File: config.mk
export PLATFORM = sky130hd
export DESIGN_NAME = cmult_share_arb
export DESIGN_NICKNAME = d
export VERILOG_FILES = /design/src/rtl/cmult_share_arb.sv
export SDC_FILE = /design/constraint.sdc
export NUM_CORES = 1
export LEC_CHECK = 0
export BUFFER_PORTS_ARGS = -buffer_cell sky130_fd_sc_hd__buf_4
export CAP_MARGIN = 20
export CORE_AREA = 4 4 152 154
export DETAILED_ROUTE_END_ITERATION = 8
export DIE_AREA = 0 0 156 158
export PLACE_DENSITY = 0.75
export RECOVER_POWER = 50
export SETUP_SLACK_MARGIN = 0.3
export SYNTH_ARGS = -nofsm -noshare
export SYNTH_HDL_FRONTEND = slang
export SYNTH_SLANG_ARGS = --single-unit
File: constraint.sdc
create_clock -name CLK -period 2.2 [get_ports CLK]
set_input_delay 0.22 -clock CLK [delete_from_list [all_inputs] [get_ports CLK]]
set_output_delay 0.22 -clock CLK [all_outputs]
set_load 0.05 [all_outputs]
File: src/rtl/cmult_share_arb.sv
// cmult_share_arb: round-robin arbiter/sequencer sharing one pipelined complex multiplier between two requesters
//   CLK, s_RST         clock and synchronous active-low reset
//   prio_fixed         1 = requester 0 wins conflicts, 0 = round-robin
//   rN_valid/rN_ready  operand handshake per requester (ready is combinational)
//   rN_a_*, rN_b_*     signed operands; rN_conj selects multiply by conj(b)
//   m_a_*, m_b_*       registered operands to the multiplier, m_strobe marks them valid
//   m_p_*, m_out_strobe  multiplier products and their valid
//   rN_p_*, rN_out_strobe  registered result and one-cycle valid per requester
//   route_err          sticky flag: multiplier result valid disagreed with the tag pipeline
module cmult_share_arb #(
    parameter int I_Q_Width    = 16,
    parameter int MULT_LATENCY = 1
) (
    input  logic                   CLK,
    input  logic                   s_RST,
    input  logic                   prio_fixed,
    input  logic                   r0_valid,
    output logic                   r0_ready,
    input  logic [I_Q_Width-1:0]   r0_a_i,
    input  logic [I_Q_Width-1:0]   r0_a_q,
    input  logic [I_Q_Width-1:0]   r0_b_i,
    input  logic [I_Q_Width-1:0]   r0_b_q,
    input  logic                   r0_conj,
    input  logic                   r1_valid,
    output logic                   r1_ready,
    input  logic [I_Q_Width-1:0]   r1_a_i,
    input  logic [I_Q_Width-1:0]   r1_a_q,
    input  logic [I_Q_Width-1:0]   r1_b_i,
    input  logic [I_Q_Width-1:0]   r1_b_q,
    input  logic                   r1_conj,
    output logic [I_Q_Width-1:0]   m_a_i,
    output logic [I_Q_Width-1:0]   m_a_q,
    output logic [I_Q_Width-1:0]   m_b_i,
    output logic [I_Q_Width-1:0]   m_b_q,
    output logic                   m_strobe,
    input  logic [2*I_Q_Width-1:0] m_p_i,
    input  logic [2*I_Q_Width-1:0] m_p_q,
    input  logic                   m_out_strobe,
    output logic [2*I_Q_Width-1:0] r0_p_i,
    output logic [2*I_Q_Width-1:0] r0_p_q,
    output logic                   r0_out_strobe,
    output logic [2*I_Q_Width-1:0] r1_p_i,
    output logic [2*I_Q_Width-1:0] r1_p_q,
    output logic                   r1_out_strobe,
    output logic                   route_err
);
    localparam logic [I_Q_Width-1:0] q_min = {1'b1, {(I_Q_Width-1){1'b0}}};
    localparam logic [I_Q_Width-1:0] q_max = {1'b0, {(I_Q_Width-1){1'b1}}};

    logic                    last;
    logic                    xfer;
    logic                    m_id;
    logic [I_Q_Width-1:0]    sel_a_i, sel_a_q, sel_b_i, sel_b_q, nxt_b_q;
    logic                    sel_conj;
    logic [MULT_LATENCY-1:0] tag_v, tag_id;
    logic                    exit_v, exit_id;

    // last == 1 means requester 0 owns the next round-robin conflict
    always_comb begin
        r0_ready = s_RST & r0_valid & ~(r1_valid & ~prio_fixed & ~last);
        r1_ready = s_RST & r1_valid & (~r0_valid | (~prio_fixed & ~last));
        xfer     = r0_ready | r1_ready;
        sel_a_i  = r1_ready ? r1_a_i : r0_a_i;
        sel_a_q  = r1_ready ? r1_a_q : r0_a_q;
        sel_b_i  = r1_ready ? r1_b_i : r0_b_i;
        sel_b_q  = r1_ready ? r1_b_q : r0_b_q;
        sel_conj = r1_ready ? r1_conj : r0_conj;
        // negating the most negative value would wrap, so clamp it to the maximum
        nxt_b_q  = !sel_conj ? sel_b_q : (sel_b_q == q_min) ? q_max : -sel_b_q;
        exit_v   = tag_v[MULT_LATENCY-1];
        exit_id  = tag_id[MULT_LATENCY-1];
    end

    always_ff @(posedge CLK) begin
        if (!s_RST) begin
            last     <= 1'b1;
            m_strobe <= 1'b0;
            m_id     <= 1'b0;
            m_a_i    <= '0;
            m_a_q    <= '0;
            m_b_i    <= '0;
            m_b_q    <= '0;
        end else begin
            m_strobe <= xfer;
            if (xfer) begin
                last  <= r1_ready;
                m_id  <= r1_ready;
                m_a_i <= sel_a_i;
                m_a_q <= sel_a_q;
                m_b_i <= sel_b_i;
                m_b_q <= nxt_b_q;
            end
        end
    end

    // tag pipeline mirrors the multiplier latency so the id exits with m_out_strobe
    always_ff @(posedge CLK) begin
        if (!s_RST) begin
            tag_v  <= '0;
            tag_id <= '0;
        end else begin
            tag_v[0]  <= m_strobe;
            tag_id[0] <= m_id;
            for (int k = 1; k < MULT_LATENCY; k++) begin
                tag_v[k]  <= tag_v[k-1];
                tag_id[k] <= tag_id[k-1];
            end
        end
    end

    always_ff @(posedge CLK) begin
        if (!s_RST) begin
            r0_out_strobe <= 1'b0;
            r1_out_strobe <= 1'b0;
            r0_p_i        <= '0;
            r0_p_q        <= '0;
            r1_p_i        <= '0;
            r1_p_q        <= '0;
            route_err     <= 1'b0;
        end else begin
            r0_out_strobe <= m_out_strobe & exit_v & ~exit_id;
            r1_out_strobe <= m_out_strobe & exit_v & exit_id;
            if (m_out_strobe != exit_v)
                route_err <= 1'b1;
            if (m_out_strobe & exit_v & ~exit_id) begin
                r0_p_i <= m_p_i;
                r0_p_q <= m_p_q;
            end
            if (m_out_strobe & exit_v & exit_id) begin
                r1_p_i <= m_p_i;
                r1_p_q <= m_p_q;
            end
        end
    end
endmodule

**Word-level counts from Yosys, hierarchy flattened**

Cells that the tools add are included.

- Add/sub/neg operators: 1
- Equality and inequality tests: 2
- Muxes and demuxes: 7
- Bitwise gates (word level): 17

Operators by type and width:

| cell | number |
|---|---|
| 16-bit two-way mux | 6 |
| 16-bit equality test (second input constant) | 1 |
| 16-bit negator | 1 |
| 1-bit AND | 10 |
| 1-bit NOT | 5 |
| 1-bit OR | 2 |
| 1-bit two-way mux | 1 |
| 1-bit != test | 1 |

- Flip-flop bits (word level): 200
- Input bits: 200
- Output and inout bits: 198
- Logic and storage cells: 43

**Longest topological paths before layout**

- Depth in word-level cells: 8
- Depth in mapped cells: 11
- Mapped depth without buffers: 9

**Least setup slack after synthesis**

No wires, ideal clock.

- Path kind: register -> register
- From: register last
- To: register m_b_q[10]
- Setup time: 0.067 ns
- Arrival time: 2.105 ns
- Path slack: 0.029 ns
- Stages on the path, launching flop included: 11
- Path buffers: 2
- Cell sequence: dfxtp_1 -> o21ai_1 -> nand2_4 -> buf_2 -> mux2i_1 -> ha_1 -> inv_1 -> a221oi_4 -> a21oi_2 -> buf_6 -> a21oi_2

- Cells in the longest elaborated chain, start to end: 8

Ends and longest elaborated chain:

| item | line | source |
|---|---|---|
| from (decl) | 50 | `logic last;` |
| from (signal assigned) | 86 | `last <= r1_ready;` |
| 1-bit NOT * | 60, 61 |  |
| 1-bit AND | 61 | `r1_ready = s_RST & r1_valid & (~r0_valid \| (~prio_fixed & ~last));` |
| 1-bit OR | 61 |  |
| 1-bit AND | 61 |  |
| 16-bit two-way mux | 66 | `sel_b_q = r1_ready ? r1_b_q : r0_b_q;` |
| 16-bit negator or 16-bit equality test (tied branches) | 69 | `nxt_b_q = !sel_conj ? sel_b_q : (sel_b_q == q_min) ? q_max : -sel_b_q;` |
| 16-bit two-way mux (2 in series) | 69 |  |
| to (signal assigned) | 91 | `m_b_q <= nxt_b_q;` |
| to (decl) | 34 | `output logic [I_Q_Width-1:0] m_b_q,` |

Every way passes the cells marked *; elsewhere a longest branch is shown, timed or not.
A chain may end at the register's enable or synchronous reset.

**Worst setup path in the final report**

- From: input r0_valid
- To: register m_b_q[0]

- Cells in the longest elaborated chain, start to end: 7

Ends and longest elaborated chain:

| item | line | source |
|---|---|---|
| from (decl) | 17 | `input logic r0_valid,` |
| 1-bit NOT | 61 |  |
| 1-bit OR | 61 |  |
| 1-bit AND | 61 |  |
| 16-bit two-way mux | 66 |  |
| 16-bit negator or 16-bit equality test (tied branches) | 69 |  |
| 16-bit two-way mux (2 in series) | 69 |  |

Several ways; a longest one is shown, not always the timed one.

==> results.md <==
STA:
- The number of hold violations in the final report is 0.
- Between clock sinks in the finished design, the worst skew comes to between 15 and 20 ps.
- The minimum clock period is 1950 ps.
- The count of pins over their slew limit is 0.
- Timing would allow up to roughly 510 MHz.
- The final-layout setup total negative slack is 0 ps.
- The transition at the pin with the smallest max-transition slack is 1400 ps.
- After layout, the worst path uses 88.5% of the clock period.
- Setup repair after global routing could not meet its margin everywhere.
- The relative max-transition margin is 6.73%.
- The final-report setup violation count is 0.

Clock network:
- After clock tree synthesis, the clock-pin slew on the worst setup and hold paths is 80 ps.
- The H-tree was split into 4 levels.
- At the later pin of the worst-skew pair, clock insertion delay measures 430 ps.
- The number of sinks handled by clock tree synthesis is 200.
- Counting the buffers created by CTS gives 17.
- The CTS tree is yes.
- The longest clock path from root to sink contains 2 buffers.
- In this run the clock root is driven by a clkbuf_16.

Synthesis:
- The share of synthesized area spent on multiplexers is under 10%.
- The proportion of synthesized chip area in sequential cells is 49.7%.
- A synthesized cell averages ~8.4 µm².
- Counting flops and latches in the post-synthesis netlist gives 200.
- The number of warnings issued by yosys is 0.
- The synthesized design contains 0 enable-type register cells.
- The post-synthesis cell type count is 47.
- The biggest area contributor in the post-synthesis netlist is dfxtp_1.
- The area share of the leading cell type in the synthesized netlist is 49.7%.
- The compound-cell area share of the yosys netlist is 23.0%.
- The number of nets produced by synthesis is between 1000 and 1500.
- The number of cells produced by synthesis is 959.
- The most used flip-flop cell after synthesis is dfxtp_1.
- Sorting the synthesized cells by area gives the leading types as dfxtp_1 50%, nand2_1 12%, a21boi_0 12%.
- Summing the areas of all xor and xnor instances in the mapped netlist gives 1.74% of the synthesized area.
- The share of synthesized flip-flops with an asynchronous set or reset is 0%.
- By area, the combinational part of the netlist is dominated by compound AO/OA/AOI/OAI gates.
- The synthesized netlist occupies a cell area of 8060 µm².
- The fraction of the mapped netlist area in adder cells is 0.310%.
- The area share of and/or/nand/nor cells after synthesis is 19.7%.

Outcome:
- The run finished with clean final reports.

Drt:
- The detailed-route DRC error count is 0.
- In the routed layout, each cell is associated on average with a via count of 5.08.
- After detailed routing, the average wire length per cell comes to around 18 µm.
- The total vias in the final route is 8442.
- Summed over all layers, the routed wires come to 30400 µm.
- The first detailed-routing pass took 5 iterations.
- The remaining antenna violation count after routing is 0.
- For this block, the initial DRC count from the detailed router was around 400.

GRT:
- The global-route wire length before repair is about 46000 µm.
- The overflow left after global routing is 0.
- The largest net degree at the start of global routing is 200.
- The number of antenna violations at the first check in global routing is 2.
- Global routing used 23.3% of the available tracks.
- The via count of the first global-routing pass is 8437.

Pwr:
- The power share of the sequential group is 44.7%.
- Net switching is 32.0% of the power.
- Summed over all nets, the switching power comes to 2760 µW.
- The analysis attributes to cell leakage a power of approximately 0.0045 µW.
- In this run, the clock network consumes 36.0% of the power.
- The cell internal power dissipation is 5880 µW.
- The power consumption is 8640 µW.
- The worst IR drop on VDD is 454 µV.
- The share of total power dissipated in combinational logic is 19.2%.
- The total power divided by cell area is 738 nW/µm².

Final layout:
- The share of post-route cells with drive strength above 1 is roughly 22%.
- At the end of the flow the core is filled with cells to 54.0%.
- The final layout contains 1570 nets.
- The filler cell count in the final layout is 2151.
- From synthesis to final layout, the design area changed by 45.2%.

Worst setup path:
- The startpoint-to-endpoint class of the critical path is in -> reg.
- The critical path data arrival time is 2250 ps.
- The kind of capture point of the worst setup path is a register.
- The top fanout value on the critical path is 64.
- STA classifies the critical path startpoint as a primary input.
- STA puts the critical path data required time at 2510 ps.

Floorplan:
- The starting density of the core is 37.2%.
- The die height is around 160 µm.
- The die area is 24600 µm².
- The number of placement rows is 54.
- The floorplan step defined a core boundary enclosing 21700 µm².
- The boundary pin count is 398.
- The chip width is roughly 160 µm.

Job:
- The reported max-cap violation count is 0.

Placed design:
- The count of buffers added on input and output ports is 397.
- At the end of routability-driven placement, the weighted congestion stood at ~0.9.
- The half-perimeter wire length of the detailed placement result is between 20000 and 25000 µm.

Hold path:
- The worst hold path belongs to the class in -> reg.
-- critical path, stage by stage --
cell      delay, ps
buf_4           140
o21ai_0         470
inv_2            50
clkbuf_2        750
o21ai_0         560
a21oi_2          50
-- power by group through the flow --
stage | clock network (µW) | registers [µW] | logic (µW)
CTS | 3200 | 3870 | 1770
global placement | 0 | 3950 | 1690
detailed placement | 0 | 3950 | 1700
global route | 3360 | 3880 | 1770
finish | 3110 | 3870 | 1660
floorplan | 0 | 4460 | 441
-- state kept, by name (all words and copies together), names as in the netlist --
register and count:
m_a_q 16, last 1, r0_out_strobe 1, m_a_i 16
exit_id 1, m_id 1, m_b_i 16, m_strobe 1
m_b_q 16, exit_v 1, r1_p_i 32, r0_p_i 32
r1_out_strobe 1, r0_p_q 32, route_err 1, r1_p_q 32
-- placed cells by master (no fill, tap or decap), types with 3 or more instances in the layout --
cell type | netlist | final
clkbuf_1 | 51 | 195
or4_1 | 3 | 3
nand3_1 | 4 | 3
xor2_1 | 14 | 14
nor2_1 | 91 | 91
nor4_1 | 6 | 6
nand2_1 | 264 | 263
inv_8 | 0 | 3
clkinv_8 | 0 | 4
dfxtp_1 | 200 | 199
o21ai_0 | 19 | 19
mux2i_1 | 13 | 11
o22ai_1 | 12 | 12
clkbuf_16 | 0 | 17
o221ai_1 | 37 | 37
a21boi_0 | 128 | 128
nand4_1 | 4 | 4
buf_12 | 0 | 5
buf_4 | 0 | 228
a21oi_1 | 30 | 26
dlygate4sd3_1 | 0 | 30
inv_6 | 0 | 5
o211ai_1 | 5 | 5
a21oi_2 | 11 | 14
o31ai_1 | 5 | 5
nor3_1 | 8 | 8
-- repair_timing --
| item | in CTS | in global routing |
|---|---|---|
| pin swaps | 7 | 5 |
| setup buffers | 7 | 3 |
| endpoints found under the hold margin | 30 | 0 |
| gates resized for setup | 10 | 8 |
| endpoints found under the setup margin | 12 | 20 |
| hold buffers | 30 | 0 |
-- per-layer routing --
layer	global-route usage, %	up-vias	share of wire (%)
li1	-	4085	-
met1	28.1	3947	40
met2	39.4	357	49
met3	6.45	53	8.2
met4	9.30	0	3.2
met5	0	-	0
-- cells by family (layout without fill, tap and decap cells) --
group           after synthesis  count (layout)
mux                          15              15
xor+xnor                     16              16
fa+ha+maj                     2               2
simple gates                396             396
compound gates              255             255
buf+inv                      75             497
other cells                   0               2
flops                       200             200
-- path summary, 6_finish.rpt --
check / start / end / slack, ps / cells past startpoint
setup reg to reg: last$_SDFFE_PN1P_ / m_b_q[14]$_SDFFE_PN0P_ / 260 / 6
setup / recovery: r0_valid / m_b_q[0]$_SDFFE_PN0P_ / 250 / 6
hold / removal: r1_a_i[1] / m_a_i[1]$_SDFFE_PN0P_ / 20 / 3
hold reg to reg: m_strobe$_SDFF_PN0_ / exit_v$_SDFF_PN0_ / 460 / 1
-- synthesized netlist by cell type (3+ instances only) --
master,instances
and2_1,5
o31ai_1,5
o211ai_1,5
or4_1,3
nand3_1,4
nand4_1,4
mux2i_1,13
clkbuf_1,51
a21boi_0,128
buf_2,3
o21ai_0,19
o221ai_1,37
nor4_1,6
xor2_1,14
dfxtp_1,200
a21oi_1,30
nand2_1,264
inv_1,3
nor2_1,91
o22ai_1,12
nor3_1,8
a21oi_2,11
buf_1,15
-- layout make-up --
cell class              instances  area [µm²]  area share [%]
diodes                          2        5.00          0.0427
clock buffers                  18         429            3.67
multi-input cells             684        3870            33.0
flip-flops and latches        200        4010            34.2
clock inverters                14         156            1.34
well taps                     280         350            2.99
inverters                       5        23.8           0.203
repair buffers                460        2870            24.5
-- metrics by stage --
stage | cell area, µm² | hold slack (ps) | setup WS [ps] | cells
4_1_cts | 12400 | 0.959 | 276 | 1658
5_1_grt | 11700 | 16.4 | 174 | 1663
2_1_floorplan | 8090 | 341 | 241 | 959
6_report | 11700 | 18.8 | 253 | 1663
3_5_place_dp | 11400 | 434 | 50.9 | 1589
3_3_place_gp | 11400 | 427 | 143 | 1589
(Power assumes the default switching activity.)
